File: src/rtl/isa_pkg.sv
// ISA constants, field positions, stage state encoding and the instruction decoder
// shared by the decode/issue slice.
package isa_pkg;
    localparam int XLEN  = 32;
    localparam int NREGS = 32;

    localparam logic [5:0] OP_RTYPE = 6'h00;
    localparam logic [5:0] OP_J     = 6'h02;
    localparam logic [5:0] OP_JAL   = 6'h03;
    localparam logic [5:0] OP_BEQ   = 6'h04;
    localparam logic [5:0] OP_BNE   = 6'h05;
    localparam logic [5:0] OP_ADDI  = 6'h08;
    localparam logic [5:0] OP_ADDIU = 6'h09;
    localparam logic [5:0] OP_SLTI  = 6'h0A;
    localparam logic [5:0] OP_ANDI  = 6'h0C;
    localparam logic [5:0] OP_ORI   = 6'h0D;
    localparam logic [5:0] OP_LUI   = 6'h0F;
    localparam logic [5:0] OP_LW    = 6'h23;
    localparam logic [5:0] OP_SW    = 6'h2B;

    localparam int OP_HI = 31, OP_LO = 26;
    localparam int RS_HI = 25, RS_LO = 21;
    localparam int RT_HI = 20, RT_LO = 16;
    localparam int RD_HI = 15, RD_LO = 11;
    localparam int SH_HI = 10, SH_LO = 6;
    localparam int FN_HI = 5,  FN_LO = 0;
    localparam int IMM_HI = 15;

    typedef enum logic [1:0] {EMPTY, HELD, STALL} state_t;

    typedef struct packed {
        logic [4:0]      wadd;
        logic            wen;
        logic            illegal;
        logic [XLEN-1:0] imm;
    } dec_t;

    function automatic logic uses_rs(input logic [5:0] op);
        case (op)
            OP_RTYPE, OP_ADDI, OP_ADDIU, OP_SLTI, OP_ANDI, OP_ORI,
            OP_LW, OP_SW, OP_BEQ, OP_BNE: return 1'b1;
            default:                      return 1'b0;
        endcase
    endfunction

    function automatic logic uses_rt(input logic [5:0] op);
        case (op)
            OP_RTYPE, OP_SW, OP_BEQ, OP_BNE: return 1'b1;
            default:                         return 1'b0;
        endcase
    endfunction

    // jal is deliberately not a writer here: regfile handles r31 and it is never scoreboarded
    function automatic dec_t decode(input logic [XLEN-1:0] instr);
        dec_t        d;
        logic [15:0] imm16;
        imm16     = instr[IMM_HI:0];
        d.wadd    = 5'd0;
        d.illegal = 1'b0;
        d.imm     = {{16{imm16[15]}}, imm16};
        case (instr[OP_HI:OP_LO])
            OP_RTYPE: d.wadd = instr[RD_HI:RD_LO];
            OP_ADDI, OP_ADDIU, OP_SLTI, OP_LW: d.wadd = instr[RT_HI:RT_LO];
            OP_ANDI, OP_ORI: begin
                d.wadd = instr[RT_HI:RT_LO];
                d.imm  = {16'h0000, imm16};
            end
            OP_LUI: begin
                d.wadd = instr[RT_HI:RT_LO];
                d.imm  = {imm16, 16'h0000};
            end
            OP_SW, OP_BEQ, OP_BNE, OP_J, OP_JAL: d.wadd = 5'd0;
            default: d.illegal = 1'b1;
        endcase
        d.wen = (d.wadd != 5'd0);
        return d;
    endfunction
endpackage

File: src/rtl/decode_issue_if.sv
// Fetch-side and execute-side handshake bundle of the decode/issue stage.
// master = surrounding pipeline (fetch + execute), slave = decode stage.
interface decode_issue_if;
    import isa_pkg::*;

    logic            if_valid;
    logic [XLEN-1:0] if_instr;
    logic [XLEN-1:0] if_pc;
    logic            if_ready;

    logic            id_valid;
    logic            ex_ready;
    logic [5:0]      id_op_code;
    logic [5:0]      id_funct;
    logic [4:0]      id_shamt;
    logic [XLEN-1:0] id_imm;
    logic [4:0]      id_wadd;
    logic            id_wen;
    logic [XLEN-1:0] id_pc;
    logic            id_illegal;

    modport master (
        output if_valid, if_instr, if_pc, ex_ready,
        input  if_ready, id_valid, id_op_code, id_funct, id_shamt, id_imm,
               id_wadd, id_wen, id_pc, id_illegal
    );

    modport slave (
        input  if_valid, if_instr, if_pc, ex_ready,
        output if_ready, id_valid, id_op_code, id_funct, id_shamt, id_imm,
               id_wadd, id_wen, id_pc, id_illegal
    );
endinterface

File: src/rtl/reg_scoreboard.sv
// Pending-write scoreboard: one busy bit per architectural register, r0 never busy.
// Lookups see the post-edge value so the stage can pick HELD/STALL at the same edge.
module reg_scoreboard #(
    parameter int NREGS = 32
) (
    input  logic       clk,
    input  logic       res,
    input  logic       set_en,
    input  logic [4:0] set_addr,
    input  logic       clr_en,
    input  logic [4:0] clr_addr,
    input  logic [4:0] look_addr1,
    input  logic [4:0] look_addr2,
    output logic       look_busy1,
    output logic       look_busy2
);
    logic [NREGS-1:0] busy;
    logic [NREGS-1:0] busy_nxt;

    // set applied after clear so a same-edge set/clear of one register leaves it busy
    always_comb begin
        busy_nxt = busy;
        if (clr_en) busy_nxt[clr_addr] = 1'b0;
        if (set_en) busy_nxt[set_addr] = 1'b1;
        busy_nxt[0] = 1'b0;
    end

    always_ff @(posedge clk or negedge res) begin
        if (!res) busy <= '0;
        else      busy <= busy_nxt;
    end

    assign look_busy1 = busy_nxt[look_addr1];
    assign look_busy2 = busy_nxt[look_addr2];
endmodule

File: src/rtl/decode_issue.sv
// Decode/issue stage: one-entry holding register, RAW-hazard scoreboard and decoder
// feeding regfile read addresses and the execute handshake.
module decode_issue
    import isa_pkg::*;
#(
    parameter int NREGS = isa_pkg::NREGS
) (
    input  logic                 clk,
    input  logic                 res,
    decode_issue_if.slave        bus,
    output logic [4:0]           radd1,
    output logic [4:0]           radd2,
    input  logic                 wb_wen,
    input  logic [4:0]           wb_wadd,
    input  logic                 flush
);
    state_t          state;
    logic [XLEN-1:0] instr;
    logic [XLEN-1:0] pc;
    dec_t            dec;
    logic            accept;
    logic            issue;
    logic [5:0]      nxt_op;
    logic [4:0]      nxt_rs;
    logic [4:0]      nxt_rt;
    logic            nxt_busy1;
    logic            nxt_busy2;
    logic            hazard_nxt;

    assign bus.if_ready = (state == EMPTY) || ((state == HELD) && bus.ex_ready);
    assign accept       = bus.if_valid && bus.if_ready;
    assign bus.id_valid = (state == HELD) && !flush;
    assign issue        = bus.id_valid && bus.ex_ready;

    // Whatever occupies the holding register after this edge decides HELD vs STALL
    assign nxt_op = accept ? bus.if_instr[OP_HI:OP_LO] : instr[OP_HI:OP_LO];
    assign nxt_rs = accept ? bus.if_instr[RS_HI:RS_LO] : instr[RS_HI:RS_LO];
    assign nxt_rt = accept ? bus.if_instr[RT_HI:RT_LO] : instr[RT_HI:RT_LO];

    assign dec        = decode(instr);
    assign hazard_nxt = (nxt_busy1 && uses_rs(nxt_op)) || (nxt_busy2 && uses_rt(nxt_op));

    reg_scoreboard #(.NREGS(NREGS)) u_scoreboard (
        .clk        (clk),
        .res        (res),
        .set_en     (issue && dec.wen),
        .set_addr   (dec.wadd),
        .clr_en     (wb_wen),
        .clr_addr   (wb_wadd),
        .look_addr1 (nxt_rs),
        .look_addr2 (nxt_rt),
        .look_busy1 (nxt_busy1),
        .look_busy2 (nxt_busy2)
    );

    // state | meaning
    // EMPTY | nothing held, fetch may present
    // HELD  | instruction held, sources ready, offered to execute
    // STALL | instruction held, waiting on a pending writeback
    always_ff @(posedge clk or negedge res) begin
        if (!res) begin
            state <= EMPTY;
            instr <= '0;
            pc    <= '0;
        end else if (flush) begin
            state <= EMPTY;
        end else if (accept) begin
            instr <= bus.if_instr;
            pc    <= bus.if_pc;
            state <= hazard_nxt ? STALL : HELD;
        end else if (issue) begin
            state <= EMPTY;
        end else if (state == STALL) begin
            state <= hazard_nxt ? STALL : HELD;
        end
    end

    assign radd1          = instr[RS_HI:RS_LO];
    assign radd2          = instr[RT_HI:RT_LO];
    assign bus.id_op_code = instr[OP_HI:OP_LO];
    assign bus.id_funct   = instr[FN_HI:FN_LO];
    assign bus.id_shamt   = instr[SH_HI:SH_LO];
    assign bus.id_imm     = dec.imm;
    assign bus.id_wadd    = dec.wadd;
    assign bus.id_wen     = dec.wen;
    assign bus.id_pc      = pc;
    assign bus.id_illegal = dec.illegal;
endmodule

File: src/flat_wrapper.sv
// flat-port wrapper written by rule: the top's interface ports become plain ports
module decode_issue_flat import isa_pkg::*;
#(
    parameter int NREGS = isa_pkg::NREGS
)
  (clk, res, radd1, radd2, wb_wen, wb_wadd, flush, bus_if_valid, bus_if_instr, bus_if_pc, bus_ex_ready, bus_if_ready, bus_id_valid, bus_id_op_code, bus_id_funct, bus_id_shamt, bus_id_imm, bus_id_wadd, bus_id_wen, bus_id_pc, bus_id_illegal);
  decode_issue_if bus_i ();
  input  logic clk;
  input  logic res;
  output logic [4:0] radd1;
  output logic [4:0] radd2;
  input  logic wb_wen;
  input  logic [4:0] wb_wadd;
  input  logic flush;
  input wire logic [$bits(bus_i.if_valid)-1:0] bus_if_valid;
  input wire logic [$bits(bus_i.if_instr)-1:0] bus_if_instr;
  input wire logic [$bits(bus_i.if_pc)-1:0] bus_if_pc;
  input wire logic [$bits(bus_i.ex_ready)-1:0] bus_ex_ready;
  output wire logic [$bits(bus_i.if_ready)-1:0] bus_if_ready;
  output wire logic [$bits(bus_i.id_valid)-1:0] bus_id_valid;
  output wire logic [$bits(bus_i.id_op_code)-1:0] bus_id_op_code;
  output wire logic [$bits(bus_i.id_funct)-1:0] bus_id_funct;
  output wire logic [$bits(bus_i.id_shamt)-1:0] bus_id_shamt;
  output wire logic [$bits(bus_i.id_imm)-1:0] bus_id_imm;
  output wire logic [$bits(bus_i.id_wadd)-1:0] bus_id_wadd;
  output wire logic [$bits(bus_i.id_wen)-1:0] bus_id_wen;
  output wire logic [$bits(bus_i.id_pc)-1:0] bus_id_pc;
  output wire logic [$bits(bus_i.id_illegal)-1:0] bus_id_illegal;
  assign bus_i.if_valid = bus_if_valid;
  assign bus_i.if_instr = bus_if_instr;
  assign bus_i.if_pc = bus_if_pc;
  assign bus_i.ex_ready = bus_ex_ready;
  assign bus_if_ready = bus_i.if_ready;
  assign bus_id_valid = bus_i.id_valid;
  assign bus_id_op_code = bus_i.id_op_code;
  assign bus_id_funct = bus_i.id_funct;
  assign bus_id_shamt = bus_i.id_shamt;
  assign bus_id_imm = bus_i.id_imm;
  assign bus_id_wadd = bus_i.id_wadd;
  assign bus_id_wen = bus_i.id_wen;
  assign bus_id_pc = bus_i.id_pc;
  assign bus_id_illegal = bus_i.id_illegal;
  decode_issue #(.NREGS(NREGS)) u_core (.clk(clk), .res(res), .bus(bus_i), .radd1(radd1), .radd2(radd2), .wb_wen(wb_wen), .wb_wadd(wb_wadd), .flush(flush));
endmodule
File: config.mk
export PLATFORM = sky130hd
export DESIGN_NAME = decode_issue_flat
export DESIGN_NICKNAME = d
export VERILOG_FILES = /design/src/rtl/isa_pkg.sv /design/src/rtl/decode_issue_if.sv /design/src/rtl/reg_scoreboard.sv /design/src/rtl/decode_issue.sv /design/src/flat_wrapper.sv
export SDC_FILE = /design/constraint.sdc
export NUM_CORES = 1
export LEC_CHECK = 0
export ABC_CLOCK_PERIOD_IN_PS = 6570
export CELL_PAD_IN_SITES_DETAIL_PLACEMENT = 1
export CELL_PAD_IN_SITES_GLOBAL_PLACEMENT = 1
export CORE_MARGIN = 2
export CORE_UTILIZATION = 45
export DETAILED_ROUTE_END_ITERATION = 6
export DONT_BUFFER_PORTS = 1
export GPL_ROUTABILITY_DRIVEN = 0
export GPL_TIMING_DRIVEN = 1
export HOLD_SLACK_MARGIN = 0.1
export PLACE_DENSITY = 0.75
export SLEW_MARGIN = 25
export SYNTH_ARGS = -nofsm -noshare
export SYNTH_HDL_FRONTEND = slang
export SYNTH_SLANG_ARGS = --single-unit
File: constraint.sdc
create_clock -name clk -period 6.57 [get_ports clk]
set_input_delay 0.9855 -clock clk [delete_from_list [all_inputs] [get_ports clk]]
set_output_delay 0.9855 -clock clk [all_outputs]
set_load 0.1 [all_outputs]
==> impl_metrics.toml <==
[status]
status = "completed"

[clock_network]
clk_pin_slew_ps = 80
h-tree-depth = 3
clk_latency_ps = 350
post_cts_buffers = 0
cts_tree = "yes"
cts_buffer_depth = 2
numCtsBuffers = 9
cts_root_buf = "clkbuf_16"
cts_hold_buf = 0
ctsResizeCount = 0
clock_sinks = 97

[final_layout]
antenna_cells = 0
final_nets = 629
final_area_um2 = 6380
areaGrowthSynthToFinish_pct = 6.25
fillers = 1437
fin_cells = 735
layout-drive-gt1-share = 0.293

[sta]
tightest_slew_ps = 1100
tns_ps = 0
min_period_ps = 4410
rsz0062_at_grt = "false"
fin_skew_ps = 10.8
slew_violations = 0
hold_viol_final = 0
post-route-period-util = 0.672
fmax_ghz = 0.227
max-slew-margin-rel = 0.270
setup_violations = 0
hold_ws_ps = 323

[setup_path]
worstSetupPathType = "flip-flop to output pin"
path_max_fanout = 15
cpPeakStageDelay_ps = 790
cp.arrival_ps = 3430
critPathRequiredTime_ps = 5580
path_cells = "nor2b_1 -> nand2_1 -> o31a_1 -> buf_4 -> nor2b_2 -> a21o_1"
crit_slowest_cell = "dfrtp_1"
crit_path_end_kind = "output pin"
start_kind = "flip-flop"

[synthesis]
synth_cells = 590
syn_avg_cell_area_um2 = 10.2
synth_seq_area_share = 0.404
synthArstFlopShare = 1.00
yosysUniqueCellTypes = 81
ys_warn_count = 0
synth-main-ff-cell = "dfrtp_1"
syn_area_um2 = 6010
synth_seq_cells = 97
synth_edf_count = 0
synth_nets = 665

[power]
ir_drop_mv = 0.320
leakagePower_nw = 2.59
power.density_nw_per_um2 = 486
total_power_mw = 3.10

[grt]
grt_pass1_wl_mm = 28.4
grt_max_degree = 98
grt_pass1_vias = 5219
grt.total_usage = 0.252
grt_antenna_before_repair = 0
gr-total-overflow = 0

[floorplanning]
placementRows = 42
start_util = 0.457
core_um2 = 13100
ios = 175
die_area_um2 = 14300
fp.dieH_um = 120
dieWidth_um = 120

[detailed_routing]
first_pass_iters = 6
antenna_left = 0
route.detailed.drc = 0
wl_per_cell_um = 24.4
drt-total-wl_mm = 17.9
drt_iter0_markers = 286
routed-via-count = 4725
via_per_inst = 6.43

[placement]
dp_cells = 719
port_buffers = 0
placed_cell_area_um2 = 6040
dp_hpwl_mm = 12.8

[min_path]
hold_class = "primary input to async pin"

[flow_run]
cap_violations = 0
critical path, delay by kind of cell, from the launching register on:
kind / cells / cell delay [ps]
compound gates: 2 / 860
flops: 1 / 790
simple gates: 3 / 1140
buf+inv: 1 / 290
path summary, 6_finish.rpt:
path	startpoint	to	slack (ps)	cells after the start
max	u_core.instr[29]	bus_id_imm[30]	2160	6
min	res	u_core.u_scoreboard.busy[3]	320	0
max reg2reg	u_core.instr[29]	u_core.state[0]	2280	10
min reg2reg	u_core.u_scoreboard.busy[7]	u_core.u_scoreboard.busy[7]	530	2
max in group asynchronous	res	u_core.instr[17]	6040	0
min in group clk	u_core.u_scoreboard.busy[7]	u_core.u_scoreboard.busy[7]	530	2
synth_stat cells, types with 12 or more instances:
cell	n	share of area
a21o_1	17	0.021
a21oi_1	12	0.010
buf_4	30	0.037
dfrtp_1	97	0.40
mux2_2	68	0.13
mux2i_1	20	0.033
nand2_1	24	0.015
nor2_1	37	0.023
nor2b_1	22	0.023
o211ai_1	17	0.021
o21ai_0	61	0.051
o21ai_1	23	0.019
layer usage:
metal	share of wire	vias to the layer above	track usage	routed length [um]
met5	0	-	0	0
met3	0.096	42	0.0817	1720
met1	0.38	2371	0.303	6840
met4	0.030	0	0.104	534
li1	-	2086	-	-
met2	0.49	226	0.419	8830
cell type report:
cell class                 count  area, um^2  area share
multi-input combinational    425        3270       0.513
timing repair buffer          10        95.1      0.0149
inverter                      11        41.3     0.00647
clock buffer                   9         225      0.0353
sequential                    97        2430       0.381
clock inverter                 7        95.1      0.0149
tap                          176         220      0.0345
kinds of logic after synthesis:
logic type	Yosys count	share of synthesized area
AOI/OAI and AO/OA	187	0.211
xor gates and xnor gates	2	0.00292
buffers and inverters	68	0.0671
DFF	97	0.404
muxes	92	0.172
and+or+nand+nor	144	0.143
power breakdown:
| group | switching (mW) | internal [mW] |
|---|---|---|
| registers | 0.728 | 0.692 |
| logic | 0.858 | 0.264 |
| clock network | 0.253 | 0.307 |
sequential cells by signal (all words and copies together) (netlist names):
signal / flops
u_core.u_scoreboard.busy: 31
u_core.state: 2
u_core.instr: 32
u_core.bus.id_pc: 32
cell usage in the layout (no fill, tap or decap), types with 4 or more instances in the layout:
cell type,Yosys,final
dfrtp_1,97,92
mux2_2,68,68
o21ai_0,61,58
nor2_1,37,35
nand2_1,24,24
o21ai_1,23,23
mux2i_1,20,20
a21o_1,17,17
o211ai_1,17,17
nor2b_2,0,15
a21oi_1,12,12
inv_1,11,11
nand3_1,9,9
clkbuf_16,0,9
buf_4,30,9
o221ai_1,7,7
nand3_2,6,6
nor2b_1,22,5
nor3_1,6,5
nand3b_1,5,5
dfrtp_2,0,5
o21ai_2,3,4
through the flow:
step	util	setup slack, ps
6_report	0.486	2160
5_1_grt	0.486	2000
4_1_cts	0.484	1630
3_5_place_dp	0.460	2010
3_3_place_gp	0.459	2110
2_1_floorplan	-	2280
Note: power is estimated with default switching activity, not from simulation.
